### src/rtl/s247_wb_master_if.sv
// Wishbone master-side bus bundle for s247_wb_master.
interface s247_wb_master_if;
  logic        wbm_cyc_o;
  logic        wbm_stb_o;
  logic        wbm_we_o;
  logic [3:0]  wbm_sel_o;
  logic [31:0] wbm_adr_o;
  logic [31:0] wbm_dat_o;
  logic [31:0] wbm_dat_i;
  logic        wbm_ack_i;

  modport master (
    output wbm_cyc_o, wbm_stb_o, wbm_we_o, wbm_sel_o, wbm_adr_o, wbm_dat_o,
    input  wbm_dat_i, wbm_ack_i
  );

  modport slave (
    input  wbm_cyc_o, wbm_stb_o, wbm_we_o, wbm_sel_o, wbm_adr_o, wbm_dat_o,
    output wbm_dat_i, wbm_ack_i
  );
endinterface

### src/rtl/s247_wb_master.sv
// Single-outstanding Wishbone master fed by a command FIFO, with per-request
// ack timeout and a saturating timeout counter.
module s247_wb_master #(
  parameter int unsigned FIFO_DEPTH     = 4,
  parameter int unsigned TIMEOUT_CYCLES = 255
) (
  input  logic                    wb_clk_i,
  input  logic                    wb_rst_i,
  input  logic                    cmd_valid,
  output logic                    cmd_ready,
  input  logic                    cmd_we,
  input  logic [31:0]             cmd_adr,
  input  logic [31:0]             cmd_dat,
  input  logic [3:0]              cmd_sel,
  output logic                    rsp_valid,
  input  logic                    rsp_ready,
  output logic [31:0]             rsp_dat,
  output logic                    rsp_we,
  output logic                    rsp_err,
  s247_wb_master_if.master        wb,
  output logic                    busy,
  output logic [7:0]              err_count
);

  localparam int unsigned AW = (FIFO_DEPTH > 1) ? $clog2(FIFO_DEPTH) : 1;
  localparam logic [AW:0] DEPTH_C = (AW+1)'(FIFO_DEPTH);
  localparam logic [7:0]  TO_LAST = 8'(TIMEOUT_CYCLES - 1);

  typedef enum logic [1:0] {ST_IDLE, ST_REQ, ST_RESP} state_e;

  typedef struct packed {
    logic        we;
    logic [3:0]  sel;
    logic [31:0] adr;
    logic [31:0] dat;
  } cmd_t;

  state_e        state_q, state_d;
  cmd_t          fifo_q [FIFO_DEPTH];
  logic [AW-1:0] wr_ptr_q, rd_ptr_q;
  logic [AW:0]   count_q;
  logic          fifo_full, fifo_empty, push, pop;
  logic          ack_take, timeout;
  cmd_t          head;

  logic          we_q;
  logic [3:0]    sel_q;
  logic [31:0]   adr_q, dat_q;
  logic [7:0]    to_cnt_q;
  logic [31:0]   rsp_dat_q;
  logic          rsp_we_q, rsp_err_q;
  logic [7:0]    err_count_q;

  assign fifo_full  = (count_q == DEPTH_C);
  assign fifo_empty = (count_q == '0);
  assign cmd_ready  = !fifo_full;
  assign push       = cmd_valid && cmd_ready;
  assign head       = fifo_q[rd_ptr_q];

  assign wb.wbm_cyc_o = (state_q == ST_REQ);
  assign wb.wbm_stb_o = (state_q == ST_REQ);
  assign wb.wbm_we_o  = we_q;
  assign wb.wbm_sel_o = sel_q;
  assign wb.wbm_adr_o = adr_q;
  assign wb.wbm_dat_o = dat_q;

  assign rsp_valid = (state_q == ST_RESP);
  assign rsp_dat   = rsp_dat_q;
  assign rsp_we    = rsp_we_q;
  assign rsp_err   = rsp_err_q;
  assign busy      = (state_q != ST_IDLE) || !fifo_empty;
  assign err_count = err_count_q;

  // FSM state register.
  always_ff @(posedge wb_clk_i) begin
    if (wb_rst_i) state_q <= ST_IDLE;
    else          state_q <= state_d;
  end

  // Next-state logic; ack is checked before the timeout so it wins a tie.
  always_comb begin
    state_d  = state_q;
    pop      = 1'b0;
    ack_take = 1'b0;
    timeout  = 1'b0;
    case (state_q)
      ST_IDLE: begin
        if (!fifo_empty) begin
          pop     = 1'b1;
          state_d = ST_REQ;
        end
      end
      ST_REQ: begin
        if (wb.wbm_ack_i) begin
          ack_take = 1'b1;
          state_d  = ST_RESP;
        end else if (to_cnt_q == TO_LAST) begin
          timeout = 1'b1;
          state_d = ST_RESP;
        end
      end
      ST_RESP: begin
        if (rsp_ready) state_d = ST_IDLE;
      end
      default: state_d = ST_IDLE;
    endcase
  end

  // Command FIFO storage; pointer reset makes stale entries unreachable.
  always_ff @(posedge wb_clk_i) begin
    if (push && !wb_rst_i) fifo_q[wr_ptr_q] <= '{we: cmd_we, sel: cmd_sel, adr: cmd_adr, dat: cmd_dat};
  end

  // FIFO pointers and occupancy; simultaneous push and pop leave the count unchanged.
  always_ff @(posedge wb_clk_i) begin
    if (wb_rst_i) begin
      wr_ptr_q <= '0;
      rd_ptr_q <= '0;
      count_q  <= '0;
    end else begin
      if (push) wr_ptr_q <= wr_ptr_q + 1'b1;
      if (pop)  rd_ptr_q <= rd_ptr_q + 1'b1;
      case ({push, pop})
        2'b10:   count_q <= count_q + 1'b1;
        2'b01:   count_q <= count_q - 1'b1;
        default: count_q <= count_q;
      endcase
    end
  end

  // Bus request registers, timeout counter and response capture.
  always_ff @(posedge wb_clk_i) begin
    if (wb_rst_i) begin
      we_q        <= 1'b0;
      sel_q       <= '0;
      adr_q       <= '0;
      dat_q       <= '0;
      to_cnt_q    <= '0;
      rsp_dat_q   <= '0;
      rsp_we_q    <= 1'b0;
      rsp_err_q   <= 1'b0;
      err_count_q <= '0;
    end else begin
      if (pop) begin
        we_q     <= head.we;
        sel_q    <= head.sel;
        adr_q    <= head.adr;
        dat_q    <= head.dat;
        to_cnt_q <= '0;
      end else if (state_q == ST_REQ) begin
        to_cnt_q <= to_cnt_q + 8'd1;
      end
      if (ack_take) begin
        rsp_dat_q <= we_q ? '0 : wb.wbm_dat_i;
        rsp_we_q  <= we_q;
        rsp_err_q <= 1'b0;
      end else if (timeout) begin
        rsp_dat_q <= '0;
        rsp_we_q  <= we_q;
        rsp_err_q <= 1'b1;
        if (err_count_q != 8'hFF) err_count_q <= err_count_q + 8'd1;
      end
    end
  end

endmodule

### src/flat_wrapper.sv
// flat-port wrapper written by rule: the top's interface ports become plain ports
module s247_wb_master_flat 
#(
  parameter int unsigned FIFO_DEPTH     = 4,
  parameter int unsigned TIMEOUT_CYCLES = 255
)
  (wb_clk_i, wb_rst_i, cmd_valid, cmd_ready, cmd_we, cmd_adr, cmd_dat, cmd_sel, rsp_valid, rsp_ready, rsp_dat, rsp_we, rsp_err, busy, err_count, wb_wbm_cyc_o, wb_wbm_stb_o, wb_wbm_we_o, wb_wbm_sel_o, wb_wbm_adr_o, wb_wbm_dat_o, wb_wbm_dat_i, wb_wbm_ack_i);
  s247_wb_master_if wb_i ();
  input  logic wb_clk_i;
  input  logic wb_rst_i;
  input  logic cmd_valid;
  output logic cmd_ready;
  input  logic cmd_we;
  input  logic [31:0] cmd_adr;
  input  logic [31:0] cmd_dat;
  input  logic [3:0] cmd_sel;
  output logic rsp_valid;
  input  logic rsp_ready;
  output logic [31:0] rsp_dat;
  output logic rsp_we;
  output logic rsp_err;
  output logic busy;
  output logic [7:0] err_count;
  output wire logic [$bits(wb_i.wbm_cyc_o)-1:0] wb_wbm_cyc_o;
  output wire logic [$bits(wb_i.wbm_stb_o)-1:0] wb_wbm_stb_o;
  output wire logic [$bits(wb_i.wbm_we_o)-1:0] wb_wbm_we_o;
  output wire logic [$bits(wb_i.wbm_sel_o)-1:0] wb_wbm_sel_o;
  output wire logic [$bits(wb_i.wbm_adr_o)-1:0] wb_wbm_adr_o;
  output wire logic [$bits(wb_i.wbm_dat_o)-1:0] wb_wbm_dat_o;
  input wire logic [$bits(wb_i.wbm_dat_i)-1:0] wb_wbm_dat_i;
  input wire logic [$bits(wb_i.wbm_ack_i)-1:0] wb_wbm_ack_i;
  assign wb_wbm_cyc_o = wb_i.wbm_cyc_o;
  assign wb_wbm_stb_o = wb_i.wbm_stb_o;
  assign wb_wbm_we_o = wb_i.wbm_we_o;
  assign wb_wbm_sel_o = wb_i.wbm_sel_o;
  assign wb_wbm_adr_o = wb_i.wbm_adr_o;
  assign wb_wbm_dat_o = wb_i.wbm_dat_o;
  assign wb_i.wbm_dat_i = wb_wbm_dat_i;
  assign wb_i.wbm_ack_i = wb_wbm_ack_i;
  s247_wb_master #(.FIFO_DEPTH(FIFO_DEPTH), .TIMEOUT_CYCLES(TIMEOUT_CYCLES)) u_core (.wb_clk_i(wb_clk_i), .wb_rst_i(wb_rst_i), .cmd_valid(cmd_valid), .cmd_ready(cmd_ready), .cmd_we(cmd_we), .cmd_adr(cmd_adr), .cmd_dat(cmd_dat), .cmd_sel(cmd_sel), .rsp_valid(rsp_valid), .rsp_ready(rsp_ready), .rsp_dat(rsp_dat), .rsp_we(rsp_we), .rsp_err(rsp_err), .wb(wb_i), .busy(busy), .err_count(err_count));
endmodule
### config.mk
export PLATFORM = sky130hd
export DESIGN_NAME = s247_wb_master_flat
export DESIGN_NICKNAME = d
export VERILOG_FILES = /design/src/rtl/s247_wb_master_if.sv /design/src/rtl/s247_wb_master.sv /design/src/flat_wrapper.sv
export SDC_FILE = /design/constraint.sdc
export NUM_CORES = 1
export LEC_CHECK = 0
export CAP_MARGIN = 20
export CORE_ASPECT_RATIO = 1.4
export CORE_MARGIN = 4
export CORE_UTILIZATION = 30
export CTS_BUF_LIST = sky130_fd_sc_hd__clkbuf_16
export DETAILED_ROUTE_END_ITERATION = 10
export GPL_TIMING_DRIVEN = 0
export PLACE_DENSITY_LB_ADDON = 0.15
export SLEW_MARGIN = 20
export SYNTH_ARGS = -nofsm -noshare
export SYNTH_HDL_FRONTEND = slang
export SYNTH_SLANG_ARGS = --single-unit
export TNS_END_PERCENT = 20
### constraint.sdc
create_clock -name wb_clk_i -period 3.8 [get_ports wb_clk_i]
set_clock_uncertainty 0.05 [all_clocks]
set_input_delay 0.38 -clock wb_clk_i [delete_from_list [all_inputs] [get_ports wb_clk_i]]
set_output_delay 0.38 -clock wb_clk_i [all_outputs]
set_load 0.05 [all_outputs]
# Word level (Yosys, flattened, before mapping)
# Memory sizes are Yosys's and may differ from the RTL's. A register that Yosys moved wholly into a read port is not among the register bits.
# Index checks and enable logic that the tools add are counted.
# op_classes
muxes	20
n_eq_ne	10
reduce_logical	15
n_bitwise	1
n_addsub	6
# op_table
op	n
two-way mux 32 bit	3
adder 8 x 1 -> 8 bit, second input constant	2
two-way mux 1 bit	11
equality test 8 bit, second input constant	1
two-way mux 2 bit	4
!= test 8 bit, second input constant	1
case mux 2 bit (3 select lines)	1
case mux 3 bit (2 select lines)	1
AND reduction 3 bit	2
nonzero test 2 bit	3
adder 2 x 1 -> 2 bit, second input constant	2
equality test 2 x 1 -> 1 bit, second input constant	2
equality test 2 bit, second input constant	2
OR reduction 2 bit	2
adder 3 x 1 -> 3 bit, second input constant	1
equality test 3 bit, second input constant	1
logical NOT 1 bit	3
logical NOT 3 bit	1
!= test 3 x 1 -> 1 bit, second input constant	1
subtractor 3 x 1 -> 3 bit, second input constant	1
logical AND 1 bit	2
logical NOT 2 bit	1
!= test 2 x 1 -> 1 bit, second input constant	1
!= test 2 bit, second input constant	1
2 further kinds	2
# word_totals
ram_bits	276
mem_count	1
register_bits	59
inputBits	106
output_inout_bits	116
wordCells	62
# mem_list
memory	depth	width	read_ports	rd_ports_with_merged_regs	wr	line_no	rtl
u_core.fifo_q	4	69	1	1	1	s247_wb_master.sv:39	cmd_t fifo_q [FIFO_DEPTH];

# Depth between registers and ports, before layout
# Gate-level depths: netlist of run 1.
# depth
word_depth	6
mapped_depth	10
depth_no_buf	9

# Worst setup path before layout of run 1
# No wires, ideal clock.
# synth_timing
kind	register -> register
from	register u_core.count_q[2]
to	memory u_core.fifo_q[0][0] (netlist name), enable pin
synth_period_minus_slack_ns	3.160
path_buffers	0
setup_slack_ns	0.640
path_stages_with_launch	5
t_arrival_ns	2.676
cell_sequence	dfxtp_1 -> or3b_2 -> nand2_1 -> nor2_1 -> and2_1
# synth_between
elab_chain_cells	6
# synth_rtl
item	line_no	rtl
start, declared	s247_wb_master.sv:41	logic [AW:0] count_q;
start signal, assigned	s247_wb_master.sv:124	2'b10: count_q <= count_q + 1'b1;
start signal, assigned	s247_wb_master.sv:125	2'b01: count_q <= count_q - 1'b1;
start signal, assigned	s247_wb_master.sv:126	default: count_q <= count_q;
equality test 3 bit	s247_wb_master.sv:54	assign fifo_full = (count_q == DEPTH_C);
logical NOT 1 bit	s247_wb_master.sv:56	assign cmd_ready = !fifo_full;
named net cmd_ready	flat_wrapper.sv:12	output logic cmd_ready;
logical AND 1 bit	s247_wb_master.sv:57	assign push = cmd_valid && cmd_ready;
logical AND 1 bit	s247_wb_master.sv:111	if (push && !wb_rst_i) fifo_q[wr_ptr_q] <= '{we: cmd_we, sel: cmd_sel, adr: cmd_adr, dat: cmd_dat};
two-way mux 1 bit	s247_wb_master.sv:111	
two-way mux 1 bit (not written as such)	s247_wb_master.sv:111	
end, declared	s247_wb_master.sv:39	
# The timed path passes the listed nets, and every way through them passes these cells.

# Final worst setup path of run 1
# layout_timing
from	register u_core.state_q[0]
to	register u_core.count_q[2]
# layout_between
elab_chain_cells	4
elab_cells_between_ends	6
# layout_rtl
item	line_no	rtl
start, declared	s247_wb_master.sv:38	state_e state_q, state_d;
start signal, assigned	s247_wb_master.sv:77	else state_q <= state_d;
logical NOT 2 bit *	s247_wb_master.sv:86	case (state_q)
two-way mux 1 bit *	s247_wb_master.sv:86	
named net u_core.pop	s247_wb_master.sv:42	logic fifo_full, fifo_empty, push, pop;
equality test 2 x 1 -> 1 bit / equality test 2 bit (equally long branches)	s247_wb_master.sv:123	case ({push, pop})
case mux 3 bit (2 select lines) / nonzero test 2 bit (equally long branches)	--	
# Mark *: on every way through the listed nets, which the timed path passes. The rest lies on a longest branch.
# A chain may end at the register's enable or synchronous reset.

==> flow_metrics.env, run 1 <==
export IMPL_hp_class="in2reg"
export IMPL_synth_compound_area_share_pct=5.391
export IMPL_synth_xor_area_share_pct=0.7200
export IMPL_yosys_warnings=0
export IMPL_die_x_um=194.4
export IMPL_antenna_found_initial=2
export IMPL_grt_pass1_vias=8942
export IMPL_clock_fmax_ghz=0.2876
export IMPL_critical_path_class="reg2reg"
export IMPL_rsz0062_at_grt="false"
export IMPL_syn_area_um2=14600
export IMPL_fill_cells=4503
export IMPL_cap_violations=0
export IMPL_ios=222
export IMPL_diodes=0
export IMPL_yosysSeqAreaShare_pct=74.33
export IMPL_cp_arrival_ns=3.89
export IMPL_synth_adder_area_share_pct=0.8228
export IMPL_synthArstFlopShare_pct=0
export IMPL_clkLatencyLatePin_ns=0.54
export IMPL_die_h_um=269.0
export IMPL_clockBufferDepth=3
export IMPL_area_growth_pct=30.47
export IMPL_wl_mm=35.95
export IMPL_yosysUniqueCellTypes=45
export IMPL_die_area_um2=52300
export IMPL_synth_top_family_by_area="multiplexers"
export IMPL_synth_area_leader_cell="edfxtp_1"
export IMPL_grt_overflow=0
export IMPL_final_cell_mix="276 x edfxtp_1, 220 x clkdlybuf4s50_1, 148 x nand2_1"
export IMPL_fin_ws_ns=0.3228
export IMPL_layout_worst_path_cycle_share_pct=91.50
export IMPL_via_per_inst=4.617
export IMPL_gp_congestion=0.7371
export IMPL_run_status="finished clean"
export IMPL_dp_hpwl_mm=22.98
export IMPL_root_buffer="clkbuf_16"
export IMPL_pre_cts_ws_ns=0.2886
export IMPL_start_kind="flip-flop"
export IMPL_crit_fanout=10
export IMPL_finalCriticalPeriod_ns=3.477
export IMPL_routedWlPerCell_um=19.67
export IMPL_synth_seq_cells=404
export IMPL_htree_levels=2
export IMPL_core_um2=48020
export IMPL_yosys_area_top_type_share_pct=56.78
export IMPL_synth_area_mux_share_pct=10.72
export IMPL_syn_area_per_cell_um2=16.31
export IMPL_hold_buffers=0
export IMPL_numCtsBuffers=43
export IMPL_setup_viol=0
export IMPL_initial_utilization_pct=30.40
export IMPL_power_leakage_uw=0.006215
export IMPL_track_usage_pct=13.48
export IMPL_slew_limit_headroom_pct=29.80
export IMPL_mostFrequentLayoutCell="edfxtp_1"
export IMPL_required_ns=4.21
export IMPL_ant_nets=0
export IMPL_dr_pass1_iters=4
export IMPL_synth_simple_gate_area_share_pct=6.257
export IMPL_irDropWorstVdd_v=0.0003826
export IMPL_grt_pass1_wl_mm=54.60
export IMPL_vias=8435
export IMPL_worstMarginPinSlew_ns=1.053
export IMPL_cts_sinks=404
export IMPL_clk_pin_slew_ns=0.06
export IMPL_post_cts_buffers=0
export IMPL_grt_max_degree=41
export IMPL_drive_above_1_share_pct=12.70
export IMPL_synth_nets=1010
export IMPL_layout_nets=1279
export IMPL_syn_inst=895
export IMPL_cts_resized_gates=0
export IMPL_slew_viol_final=0
export IMPL_hold_violations=0
export IMPL_num_rows=95
export IMPL_p_total_uw=14120
export IMPL_synth_edf_count=276
export IMPL_synth_area_leaders="edfxtp_1 57%, dfxtp_1 18%, mux4_2 11%"
export IMPL_setup_worst_path_end_class="flip-flop"
export IMPL_synth_main_ff_cell="edfxtp_1"
export IMPL_io_buffers=220
export IMPL_drt_iter0_markers=373
export IMPL_p_per_area_nw_per_um2=741.6
export IMPL_cts_tree="built"
export IMPL_drcViolationCount=0
==> worst paths after layout <==
path / start / depth (start not counted) / endpoint / slack [ns]
worst max register to register: u_core.state_q[0]$_SDFFE_PP0P_ / 10 / u_core.count_q[2]$_SDFFE_PP0P_ / 0.32
worst min-delay path: wb_rst_i / 3 / u_core.err_count[5]$_SDFFE_PP0P_ / 0.35
worst min register to register: u_core.wb.wbm_adr_o[2]$_SDFFE_PP0P_ / 2 / u_core.wb.wbm_adr_o[2]$_SDFFE_PP0P_ / 0.41
worst max-delay path: u_core.state_q[0]$_SDFFE_PP0P_ / 10 / u_core.count_q[2]$_SDFFE_PP0P_ / 0.32
==> power by group <==
group | internal (µW) | total, µW | switching [µW]
Sequential | 5260 | 5540 | 278
Combinational | 1540 | 4560 | 3020
Clock | 2330 | 4020 | 1700
==> state kept, by name (all words and copies together), names as in the netlist, 3 cells and up <==
| name | count |
|---|---|
| u_core.wb.wbm_sel_o | 4 |
| u_core.rsp_dat | 32 |
| u_core.count_q | 3 |
| u_core.err_count | 8 |
| u_core.to_cnt_q | 8 |
| u_core.wb.wbm_adr_o | 32 |
| u_core.fifo_q | 276 |
| u_core.wb.wbm_dat_o | 32 |
==> layout make-up <==
type | count | area, µm² | share of cell area (%)
Tap cell | 630 | 788.3 | 4.139
Buffer | 52 | 215.2 | 1.130
Sequential cell | 404 | 10850 | 56.97
Clock buffer | 43 | 1076 | 5.650
Multi-Input combinational cell | 428 | 3501 | 18.38
Timing Repair Buffer | 224 | 2312 | 12.14
Inverter | 11 | 41.29 | 0.2168
Clock inverter | 35 | 261.5 | 1.373
==> critical path, stage by stage, from the launching register on <==
cell and delay (ns):
dfxtp_1 0.37, nor2_1 0.20, nand2_1 0.44, inv_2 0.43, clkbuf_1 0.51, ha_1 0.29, inv_1 0.07, fa_1 0.42
xor2_1 0.16, or3_1 0.30, a21oi_1 0.14
==> logic make-up (layout without fill, tap and decap cells) <==
kind of cell / Yosys count / after routing
AND/OR/NAND/NOR: 211 / 211
buffers and inverters: 63 / 365
multiplexers: 70 / 70
XOR/XNOR: 12 / 12
flip-flops: 404 / 404
AO/OA/AOI/OAI: 126 / 126
adder cells (fa/ha/maj): 9 / 9
==> synthesized netlist by cell type (2+ instances only) <==
master	count
a41o_1	2
a22o_1	32
nand2_1	148
or3_1	2
a21oi_1	80
o21ai_0	3
buf_2	7
buf_1	3
xor2_1	6
dfxtp_1	128
mux4_2	69
inv_1	10
clkbuf_1	40
nor4_1	2
o31ai_1	3
nand3_1	8
a2111oi_0	2
edfxtp_1	276
nor3_1	13
nand4_1	3
xnor2_1	6
nand3b_1	2
ha_1	8
or4_1	3
and2_1	4
nor2_1	16
==> per-stage QoR <==
step                setup TNS [ns]  utilization, %  instances  instance area [µm²]  hold slack [ns]
floorplan                        0               -        895                14600           0.4069
global placement           -337.47           36.63       1745                17590           0.3958
detailed placement               0           36.88       1749                17710           0.3969
CTS                              0           39.66       1827                19050           0.3317
global route                     0           39.66       1827                19050           0.3423
finish                           0           39.66       1827                19050           0.3529
==> per-layer routing <==
| layer | GRT usage, % | part of all wire [%] | wire (µm) |
|---|---|---|---|
| met1 | 16.37 | 41 | 14860 |
| met2 | 24.41 | 52 | 18640 |
| met3 | 2.725 | 4.6 | 1661 |
| met4 | 3.859 | 2.1 | 757 |
| met5 | 0 | 0.064 | 23 |
Note: power is estimated with default switching activity, not from simulation.
==> run 2: changes to the inputs <==
--- a/constraint.sdc
+++ b/constraint.sdc
@@ -4,2 +4,2 @@
 set_output_delay 0.38 -clock wb_clk_i [all_outputs]
-set_load 0.05 [all_outputs]
+set_load 0.1 [all_outputs]
==> results of run 2 <==
Same layout as run 1 (identical final DEF). Status: finished clean.
Main changes from that run: total power 14120 µW -> 15480 µW; worst IR drop on VDD 0.0003826 V -> 0.0004449 V
